===== config.mk =====
export PLATFORM = sky130hd
export DESIGN_NAME = shop_item_table_flat
export DESIGN_NICKNAME = d
export VERILOG_FILES = /design/src/rtl/shop_item_table_if.sv /design/src/rtl/shop_item_table.sv /design/src/flat_wrapper.sv
export SDC_FILE = /design/constraint.sdc
export NUM_CORES = 1
export LEC_CHECK = 0
export CAP_MARGIN = 15
export CORE_UTILIZATION = 38
export DETAILED_ROUTE_END_ITERATION = 8
export GPL_ROUTABILITY_DRIVEN = 0
export GPL_TIMING_DRIVEN = 0
export PLACE_DENSITY = 0.52
export SLEW_MARGIN = 10
export SYNTH_ARGS = -nofsm -noshare
export SYNTH_HDL_FRONTEND = slang
export SYNTH_SLANG_ARGS = --single-unit

===== constraint.sdc =====
create_clock -name i_clk -period 11.64 [get_ports i_clk]
set_input_delay 1.746 -clock i_clk [delete_from_list [all_inputs] [get_ports i_clk]]
set_output_delay 1.746 -clock i_clk [all_outputs]
set_load 0.01 [all_outputs]

===== src/rtl/shop_item_table_if.sv =====
// Request/response bundle between the command FSM and the item table.
// Pure wiring; no storage, so it adds no latency.
// Backpressure: o_ready low holds off i_valid; o_done is a single-cycle pulse with no ready.
interface shop_item_table_if #(
    parameter int NAME_BITS  = 56,
    parameter int STOCK_BITS = 8,
    parameter int USER_BITS  = 4,
    parameter int CNT_BITS   = 4
);
    logic                  i_valid;
    logic                  o_ready;
    logic [1:0]            i_op;
    logic [USER_BITS-1:0]  i_user;
    logic                  i_is_admin;
    logic [NAME_BITS-1:0]  i_name;
    logic [STOCK_BITS-1:0] i_qty;
    logic                  o_done;
    logic [2:0]            o_status;
    logic [STOCK_BITS-1:0] o_stock;
    logic [CNT_BITS-1:0]   o_count;

    // Command FSM side
    modport master (
        output i_valid, i_op, i_user, i_is_admin, i_name, i_qty,
        input  o_ready, o_done, o_status, o_stock, o_count
    );

    // Item table side
    modport slave (
        input  i_valid, i_op, i_user, i_is_admin, i_name, i_qty,
        output o_ready, o_done, o_status, o_stock, o_count
    );
endinterface


===== src/rtl/shop_item_table.sv =====
// Item database (name/owner/stock) executing ADD/DEL/BUY/QUERY with a fixed-length linear scan.
// Latency: o_done pulses in the cycle after edge accept+MAX_ITEMS+1; one request per MAX_ITEMS+2 cycles.
// Backpressure: o_ready is high only in IDLE; requests are accepted on i_valid & o_ready.
module shop_item_table #(
    parameter int NAME_CHARS = 7,
    parameter int NAME_BITS  = NAME_CHARS * 8,
    parameter int STOCK_BITS = 8,
    parameter int MAX_ITEMS  = 8,
    parameter int USER_BITS  = 4
) (
    input  logic               i_clk,
    input  logic               i_reset,
    shop_item_table_if.slave   bus
);
    localparam int IDX_W = $clog2(MAX_ITEMS);
    localparam int CNT_W = $clog2(MAX_ITEMS + 1);
    localparam logic [IDX_W-1:0] LAST_IDX = IDX_W'(MAX_ITEMS - 1);

    localparam logic [1:0] OP_ADD   = 2'b00;
    localparam logic [1:0] OP_DEL   = 2'b01;
    localparam logic [1:0] OP_BUY   = 2'b10;
    localparam logic [1:0] OP_QUERY = 2'b11;

    localparam logic [2:0] ST_OK        = 3'd0;
    localparam logic [2:0] ST_FULL      = 3'd1;
    localparam logic [2:0] ST_EXISTS    = 3'd2;
    localparam logic [2:0] ST_UNKNOWN   = 3'd3;
    localparam logic [2:0] ST_NOT_OWNER = 3'd4;
    localparam logic [2:0] ST_NO_STOCK  = 3'd5;
    localparam logic [2:0] ST_BAD_QTY   = 3'd6;

    typedef enum logic [1:0] {S_IDLE, S_SCAN, S_EXEC} state_t;

    state_t state, state_n;

    // table storage; only the valid bits need reset
    logic [MAX_ITEMS-1:0]  slot_vld;
    logic [NAME_BITS-1:0]  slot_name  [MAX_ITEMS];
    logic [USER_BITS-1:0]  slot_owner [MAX_ITEMS];
    logic [STOCK_BITS-1:0] slot_stock [MAX_ITEMS];

    // latched request
    logic [1:0]            req_op;
    logic [USER_BITS-1:0]  req_user;
    logic                  req_admin;
    logic [NAME_BITS-1:0]  req_name;
    logic [STOCK_BITS-1:0] req_qty;

    // scan results
    logic [IDX_W-1:0]      idx;
    logic                  have_match;
    logic [IDX_W-1:0]      match_idx;
    logic                  have_free;
    logic [IDX_W-1:0]      free_idx;

    // registered outputs
    logic                  done_q;
    logic [2:0]            status_q;
    logic [STOCK_BITS-1:0] stock_q;
    logic [CNT_W-1:0]      count_q;

    // execution decision
    logic [2:0]            exec_status;
    logic [STOCK_BITS-1:0] exec_stock;
    logic                  do_add;
    logic                  do_del;
    logic                  do_buy;
    logic [STOCK_BITS-1:0] match_stock;

    logic accept;
    logic exec;

    assign accept      = bus.i_valid && (state == S_IDLE);
    assign exec        = (state == S_EXEC);
    assign match_stock = slot_stock[match_idx];

    assign bus.o_ready  = (state == S_IDLE);
    assign bus.o_done   = done_q;
    assign bus.o_status = status_q;
    assign bus.o_stock  = stock_q;
    assign bus.o_count  = count_q;

    // FSM state register
    always_ff @(posedge i_clk) begin
        if (i_reset) begin
            state <= S_IDLE;
        end else begin
            state <= state_n;
        end
    end

    // FSM next state: scan always visits every slot so latency is fixed
    always_comb begin
        state_n = state;
        case (state)
            S_IDLE:  if (bus.i_valid) state_n = S_SCAN;
            S_SCAN:  if (idx == LAST_IDX) state_n = S_EXEC;
            S_EXEC:  state_n = S_IDLE;
            default: state_n = S_IDLE;
        endcase
    end

    // request latch and slot scan (lowest free slot, unique name match)
    always_ff @(posedge i_clk) begin
        if (i_reset) begin
            req_op     <= '0;
            req_user   <= '0;
            req_admin  <= 1'b0;
            req_name   <= '0;
            req_qty    <= '0;
            idx        <= '0;
            have_match <= 1'b0;
            match_idx  <= '0;
            have_free  <= 1'b0;
            free_idx   <= '0;
        end else if (accept) begin
            req_op     <= bus.i_op;
            req_user   <= bus.i_user;
            req_admin  <= bus.i_is_admin;
            req_name   <= bus.i_name;
            req_qty    <= bus.i_qty;
            idx        <= '0;
            have_match <= 1'b0;
            have_free  <= 1'b0;
        end else if (state == S_SCAN) begin
            if (slot_vld[idx] && (slot_name[idx] == req_name)) begin
                have_match <= 1'b1;
                match_idx  <= idx;
            end
            if (!slot_vld[idx] && !have_free) begin
                have_free <= 1'b1;
                free_idx  <= idx;
            end
            idx <= idx + 1'b1;
        end
    end

    // operation outcome, evaluated while in EXEC
    always_comb begin
        exec_status = ST_OK;
        exec_stock  = '0;
        do_add      = 1'b0;
        do_del      = 1'b0;
        do_buy      = 1'b0;
        case (req_op)
            OP_ADD: begin
                if (have_match) begin
                    exec_status = ST_EXISTS;
                end else if (!have_free) begin
                    exec_status = ST_FULL;
                end else begin
                    exec_stock = req_qty;
                    do_add     = 1'b1;
                end
            end
            OP_DEL: begin
                if (!have_match) begin
                    exec_status = ST_UNKNOWN;
                end else if ((slot_owner[match_idx] != req_user) && !req_admin) begin
                    exec_status = ST_NOT_OWNER;
                end else begin
                    do_del = 1'b1;
                end
            end
            OP_BUY: begin
                if (req_qty == '0) begin
                    exec_status = ST_BAD_QTY;
                end else if (!have_match) begin
                    exec_status = ST_UNKNOWN;
                end else if (match_stock < req_qty) begin
                    exec_status = ST_NO_STOCK;
                end else begin
                    exec_stock = match_stock - req_qty;
                    do_buy     = 1'b1;
                end
            end
            OP_QUERY: begin
                if (!have_match) begin
                    exec_status = ST_UNKNOWN;
                end else begin
                    exec_stock = match_stock;
                end
            end
            default: exec_status = ST_UNKNOWN;
        endcase
    end

    // slot valid bits: set on successful ADD, cleared on successful DEL
    always_ff @(posedge i_clk) begin
        if (i_reset) begin
            slot_vld <= '0;
        end else if (exec) begin
            if (do_add) slot_vld[free_idx]  <= 1'b1;
            if (do_del) slot_vld[match_idx] <= 1'b0;
        end
    end

    // slot payload: written on ADD, stock reduced on BUY
    always_ff @(posedge i_clk) begin
        if (exec && do_add) begin
            slot_name[free_idx]  <= req_name;
            slot_owner[free_idx] <= req_user;
            slot_stock[free_idx] <= req_qty;
        end
        if (exec && do_buy) begin
            slot_stock[match_idx] <= exec_stock;
        end
    end

    // result registers: status/stock hold until the next EXEC
    always_ff @(posedge i_clk) begin
        if (i_reset) begin
            done_q   <= 1'b0;
            status_q <= '0;
            stock_q  <= '0;
            count_q  <= '0;
        end else begin
            done_q <= exec;
            if (exec) begin
                status_q <= exec_status;
                stock_q  <= exec_stock;
                if (do_add) count_q <= count_q + 1'b1;
                if (do_del) count_q <= count_q - 1'b1;
            end
        end
    end
endmodule

===== src/flat_wrapper.sv =====
// flat-port wrapper written by rule: the top's interface ports become plain ports
module shop_item_table_flat 
#(
    parameter int NAME_CHARS = 7,
    parameter int NAME_BITS  = NAME_CHARS * 8,
    parameter int STOCK_BITS = 8,
    parameter int MAX_ITEMS  = 8,
    parameter int USER_BITS  = 4
)
  (i_clk, i_reset, bus_i_valid, bus_i_op, bus_i_user, bus_i_is_admin, bus_i_name, bus_i_qty, bus_o_ready, bus_o_done, bus_o_status, bus_o_stock, bus_o_count);
  shop_item_table_if #(.NAME_BITS(NAME_BITS), .STOCK_BITS(STOCK_BITS), .USER_BITS(USER_BITS)) bus_i ();
  input  logic i_clk;
  input  logic i_reset;
  input wire logic [$bits(bus_i.i_valid)-1:0] bus_i_valid;
  input wire logic [$bits(bus_i.i_op)-1:0] bus_i_op;
  input wire logic [$bits(bus_i.i_user)-1:0] bus_i_user;
  input wire logic [$bits(bus_i.i_is_admin)-1:0] bus_i_is_admin;
  input wire logic [$bits(bus_i.i_name)-1:0] bus_i_name;
  input wire logic [$bits(bus_i.i_qty)-1:0] bus_i_qty;
  output wire logic [$bits(bus_i.o_ready)-1:0] bus_o_ready;
  output wire logic [$bits(bus_i.o_done)-1:0] bus_o_done;
  output wire logic [$bits(bus_i.o_status)-1:0] bus_o_status;
  output wire logic [$bits(bus_i.o_stock)-1:0] bus_o_stock;
  output wire logic [$bits(bus_i.o_count)-1:0] bus_o_count;
  assign bus_i.i_valid = bus_i_valid;
  assign bus_i.i_op = bus_i_op;
  assign bus_i.i_user = bus_i_user;
  assign bus_i.i_is_admin = bus_i_is_admin;
  assign bus_i.i_name = bus_i_name;
  assign bus_i.i_qty = bus_i_qty;
  assign bus_o_ready = bus_i.o_ready;
  assign bus_o_done = bus_i.o_done;
  assign bus_o_status = bus_i.o_status;
  assign bus_o_stock = bus_i.o_stock;
  assign bus_o_count = bus_i.o_count;
  shop_item_table #(.NAME_CHARS(NAME_CHARS), .NAME_BITS(NAME_BITS), .STOCK_BITS(STOCK_BITS), .MAX_ITEMS(MAX_ITEMS), .USER_BITS(USER_BITS)) u_core (.i_clk(i_clk), .i_reset(i_reset), .bus(bus_i));
endmodule

Word-level counts from Yosys, hierarchy flattened
Memory sizes are Yosys's and may differ from the RTL's. A register that Yosys moved wholly into a read port is not among the register bits.
Index checks and enable logic that the tools add are counted.
{ "totals": {"ram_bits": 544, "output_inout_bits": 17, "input_bits": 74, "reg_bits": 108, "word_cells": 120, "mem_count": 3} }
{ "classes": {"reduce_logical": 23, "add_sub_neg": 4, "mux": 54, "eq_ne": 10, "bitwise": 4, "order_cmp": 6} }
{ "mem_list": {"columns": ["memory", "words", "width", "rd", "rd_clocked_by_memory_dff", "write_ports", "line", "source"], "rows": [
  ["u_core.slot_name", 8, 56, 1, 1, 1, "shop_item_table.sv:38", "logic [NAME_BITS-1:0] slot_name [MAX_ITEMS];"],
  ["u_core.slot_stock", 8, 8, 1, 1, 1, "shop_item_table.sv:40", "logic [STOCK_BITS-1:0] slot_stock [MAX_ITEMS];"],
  ["u_core.slot_owner", 8, 4, 1, 1, 1, "shop_item_table.sv:39", "logic [USER_BITS-1:0] slot_owner [MAX_ITEMS];"]
]} }
{ "op_table": {"columns": ["op", "count"], "rows": [
  ["8-bit two-way mux", 11],
  ["56-bit == test", 1],
  ["3-bit two-way mux", 13],
  ["8-bit one-hot mux with 3 select lines", 1],
  ["1-bit two-way mux", 19],
  ["3-bit by 4-bit < comparator with 1-bit output (second input constant)", 3],
  ["3-bit one-hot mux with 4 select lines", 1],
  ["8-bit AND", 1],
  ["1-bit logical AND", 8],
  ["8-bit logical NOT", 1],
  ["8-bit < comparator", 1],
  ["4-bit two-way mux", 2],
  ["8-bit inverter", 1],
  ["8-bit bitwise OR", 1],
  ["2-bit AND reduction", 4],
  ["8-bit OR reduction", 1],
  ["8-bit subtractor", 1],
  ["1-bit demux with 3-bit select", 2],
  ["2-bit == test (second input constant)", 3],
  ["3-bit by 1-bit greater-or-equal comparator with 1-bit output (second input constant)", 2],
  ["2-bit two-way mux", 3],
  ["3-bit AND reduction", 2],
  ["4-bit by 1-bit adder with 4-bit output (second input constant)", 1],
  ["2-bit by 1-bit == test with 1-bit output (second input constant)", 2],
  ["13 further kinds", 16]
]} }

Depth between registers and ports, before layout
{ "depth": {"ltp_word": 10, "depth_mapped": 17, "depth_no_buf": 12} }

Worst setup path before layout
OpenSTA, ideal clock, no wires.
{ "synth_timing": {"path_kind": "register -> register", "from": "register u_core.req_op[1]", "to": "memory u_core.slot_stock[0][0], enable pin", "setup_time_ns": 0.332, "slack_ns": 5.007, "path_buffers": 2, "stages_incl_launch_ff": 8, "arrival_ns": 6.300, "synth_period_minus_slack_ns": 6.633, "t_required_ns": 11.308, "path_cell_list": "dfxtp_1 -> clkbuf_1 -> nor4b_1 -> nand2_1 -> or2_2 -> clkbuf_1 -> nor3_1 -> o22a_1"} }
{ "synth_between": {"elab_chain_cells": 7, "word_cells_on_any_way": 13, "classes_between": "eq/ne: 1; mux: 8; reduce/logical: 4"} }
{ "synth_lines": {"columns": ["item", "line", "source"], "rows": [
  ["from (decl)", "shop_item_table.sv:43", "logic [1:0] req_op;"],
  ["from (signal assigned)", "shop_item_table.sv:117", "req_op <= bus.i_op;"],
  ["2-bit == test", "shop_item_table.sv:145", "case (req_op)"],
  ["1-bit two-way mux", "shop_item_table.sv:145", null],
  ["1-bit logical AND", "shop_item_table.sv:205", "if (exec && do_buy) begin"],
  ["1-bit two-way mux", "shop_item_table.sv:205", null],
  ["1-bit two-way mux (not written as such)", "shop_item_table.sv:206", "slot_stock[match_idx] <= exec_stock;"],
  ["8-bit OR reduction (no source line)", null, null],
  ["3-bit two-way mux (no source line) or 1-bit two-way mux (tied branches)", null, null],
  ["to (decl)", "shop_item_table.sv:40", null]
]} }
Several ways; a longest one is shown, not always the timed one.

==> flow_metrics.tcl <==
set metrics [dict create \
    status "complete, no violations" \
    clockBufferDepth 3 \
    fillers 5791 \
    vias 14400 \
    die_w_um 263 \
    power_density_nw_per_um2 165 \
    post_cts_buffers 0 \
    final_common_cell "edfxtp_1" \
    peakVddDrop_uv 97.7 \
    dieHeight_um 263 \
    regToRegSetupSlack_ns 5.92 \
    critPathKind "flop to flop" \
    crit_fanout 10 \
    wl_um 68000 \
    drt_pass1_iterations 7 \
    fin_crit_sh_pct 49.1 \
    holdCritPathClass "flop to flop" \
    cts_tree "done" \
    syn_inst 1563 \
    ff2ff_path_depth 15 \
    grt_pass1_wl_um 100000 \
    critPathCaptureType "flop" \
    viasPerCell 5.34 \
    slew_headroom_pct 19.3 \
    diodes 0 \
    cts_sinks 658 \
    crit-reg2reg-capture "u_core.slot_stock[2][4]$_DFFE_PP_" \
    utilization_pct 46.0 \
    seq_area_um2 18600 \
    fp.dieArea_um2 69400 \
    core_um2 67400 \
    dp_hpwl_um 44900 \
    rsz0062_at_grt "no" \
    wire_per_inst_um 25.2 \
    final-hold-violation-count 0 \
    worst_path_most_repeated_cell "clkbuf_1" \
    fmax_ghz 0.175 \
    ant_nets 0 \
    drc 0 \
    io_buffers 89 \
    p_leak_nw 9.89 \
    slowest_stage "a21oi_1" \
    start_util_pct 38.5 \
    fin_setup_tns_ns 0 \
    clk_latency_ns 0.63 \
    cts-buffers-inserted 72 \
    antenna_found_initial 1 \
    rows 95 \
    synth_nets 1653 \
    min_to "u_core.req_admin$_SDFFE_PP0P_" \
    synth-seq-cells 658 \
    synth_edf_count 544 \
    post_synth.cell_area_avg_um2 16.6 \
    grt_pass1_vias 14900 \
    worstPathRequired_ns 11.86 \
    tightest_slew_ns 1.20 \
    synth_warnings 0 \
    netlist_area_um2 26000 \
    layout_common_cells "edfxtp_1 (544), nand2_1 (166), mux2i_1 (123)" \
    syn2layout_area_growth_pct 19.3 \
    cts_resized 0 \
    cts_hold_buf 0 \
    grt_max_degree 39 \
    worst_path_largest_cell_delay_ns 0.89 \
    finalSetupViolations 0 \
    slew_violations 0 \
    drive_gt1_share_pct 16.2 \
    synth.distinct_cells 59 \
    cp.arrival_ns 5.94 \
    htree_levels 3 \
    finalCriticalPeriod_ns 5.72 \
    grt.total_usage_pct 19.9 \
    dpl_cell_area_um2 28500 \
    final_area_um2 31000 \
    critPathTopFamily "buffers and inverters" \
    synthArstFlopShare_pct 0 \
    fin_skew_ns 0.0314 \
    cp_num_buf_inv 4 \
    multi_input_area_um2 6950 \
    nets 1851 \
    min_from "u_core.req_admin$_SDFFE_PP0P_" \
    maxCapViolCount 0 \
    critPathLaunchType "flop" \
    drt_iter0_markers 1163 \
    cts_root_buffer "clkbuf_16" \
    seq_area_frac_synth_pct 71.7 \
    p_total_mw 5.11 \
    whs_path_depth 2 \
    ios 91 \
    whs_ns 0.475 \
    overflow 0 \
    cts.clk_slew.worst_paths_ns 0.06 \
    synth-main-ff-cell "edfxtp_1" \
    critical_path.cell_chain "buf_2 > clkbuf_1 > mux4_2 > mux2_2 > ha_1 > nand3b_1 > a21boi_0 > o21ai_0 > a21oi_1 > and4_1 > clkbuf_1 > and2_1 > clkbuf_1 > nand2_1 > a21oi_1" \
]
-- Yosys cell counts (4+ instances only) --
cell	instances	area, um^2
a211oi_1	18	135
a21oi_1	103	515
a221oi_1	7	61.3
a222oi_1	6	60.1
a22o_1	6	52.6
a22oi_1	30	225
and2_1	5	31.3
and3_1	14	87.6
buf_2	23	115
buf_6	5	56.3
clkbuf_1	44	165
dfxtp_1	114	2280
edfxtp_1	544	16300
ha_1	14	175
inv_1	17	63.8
mux2_2	7	78.8
mux2i_1	123	1230
mux4_2	100	2250
nand2_1	166	623
nand2b_1	6	37.5
nand3_1	5	25.0
nor2_1	55	206
nor2b_1	10	62.6
nor3_1	11	55.1
nor4_1	10	62.6
o21ai_0	10	50.1
o22a_1	7	61.3
o22ai_1	4	25.0
xnor2_1	42	368
xor2_1	11	96.3
-- sequential cells by signal, indices dropped and copies added (netlist names), named ones only --
signal,flops
u_core.have_free,1
u_core.have_match,1
u_core.bus.o_done,1
u_core.bus.o_stock,8
u_core.bus.o_status,3
u_core.free_idx,3
u_core.slot_vld,8
u_core.req_qty,8
u_core.req_admin,1
u_core.req_op,2
u_core.slot_owner,32
u_core.idx,3
u_core.state,2
u_core.bus.o_count,4
u_core.match_idx,3
u_core.slot_stock,64
u_core.slot_name,448
u_core.req_user,4
u_core.req_name,56
-- worst max-delay path by stage --
stage                                        end  cells after the start
6_report       u_core.slot_stock[2][4]$_DFFE_PP_                     15
5_1_grt        u_core.slot_stock[2][4]$_DFFE_PP_                     15
4_1_cts        u_core.slot_stock[3][3]$_DFFE_PP_                     15
3_5_place_dp   u_core.slot_stock[3][4]$_DFFE_PP_                     15
3_3_place_gp   u_core.slot_stock[0][4]$_DFFE_PP_                      7
2_1_floorplan  u_core.slot_stock[0][0]$_DFFE_PP_                      7
-- stage by stage --
| stage | setup WS, ns | cells |
|---|---|---|
| 2_1_floorplan | 5.01 | 1563 |
| 3_3_place_gp | -1.50 | 2525 |
| 3_5_place_dp | 5.84 | 2558 |
| 4_1_cts | 5.82 | 2692 |
| 5_1_grt | 5.49 | 2694 |
| 6_report | 5.92 | 2694 |
-- routing by layer --
| metal | GRT usage (%) | vias up | wire, um |
|---|---|---|---|
| met5 | 0 | - | 10 |
| met4 | 5.56 | 2 | 1220 |
| met3 | 3.35 | 73 | 3360 |
| met2 | 33.3 | 331 | 33600 |
| met1 | 26.7 | 7482 | 29800 |
| li1 | - | 6501 | - |
-- tightest hold or removal path: cells and delay by family (launching register included) --
family | cells | cell delay [ns]
simple gates | 1 | 0.05
flops | 1 | 0.32
compound gates | 1 | 0.05
-- power breakdown --
group          internal [mW]  leakage, nW  switching, mW
clock network           1.37         1.19          0.943
logic                 0.0792         2.80          0.113
registers               2.56         5.89         0.0368
total                   4.01         9.89           1.09
-- final cells by class --
type | instances | share of cell area (%)
Buffer | 79 | 1.24
Clock buffer | 110 | 6.77
Clock inverter | 24 | 1.15
Inverter | 17 | 0.222
Multi-Input combinational cell | 809 | 22.4
Sequential cell | 658 | 60.1
Tap cell | 873 | 3.52
Timing Repair Buffer | 124 | 4.58
-- cell families after synthesis --
family | Yosys count | synth area share, %
DFF | 658 | 71.7
AOI/OAI and AO/OA | 211 | 5.17
and+or+nand+nor | 299 | 5.11
muxes | 230 | 13.7
adders and majority gates | 16 | 0.828
xor gates and xnor gates | 53 | 1.79
buffers and inverters | 96 | 1.73
Note: power is estimated with default switching activity, not from simulation.
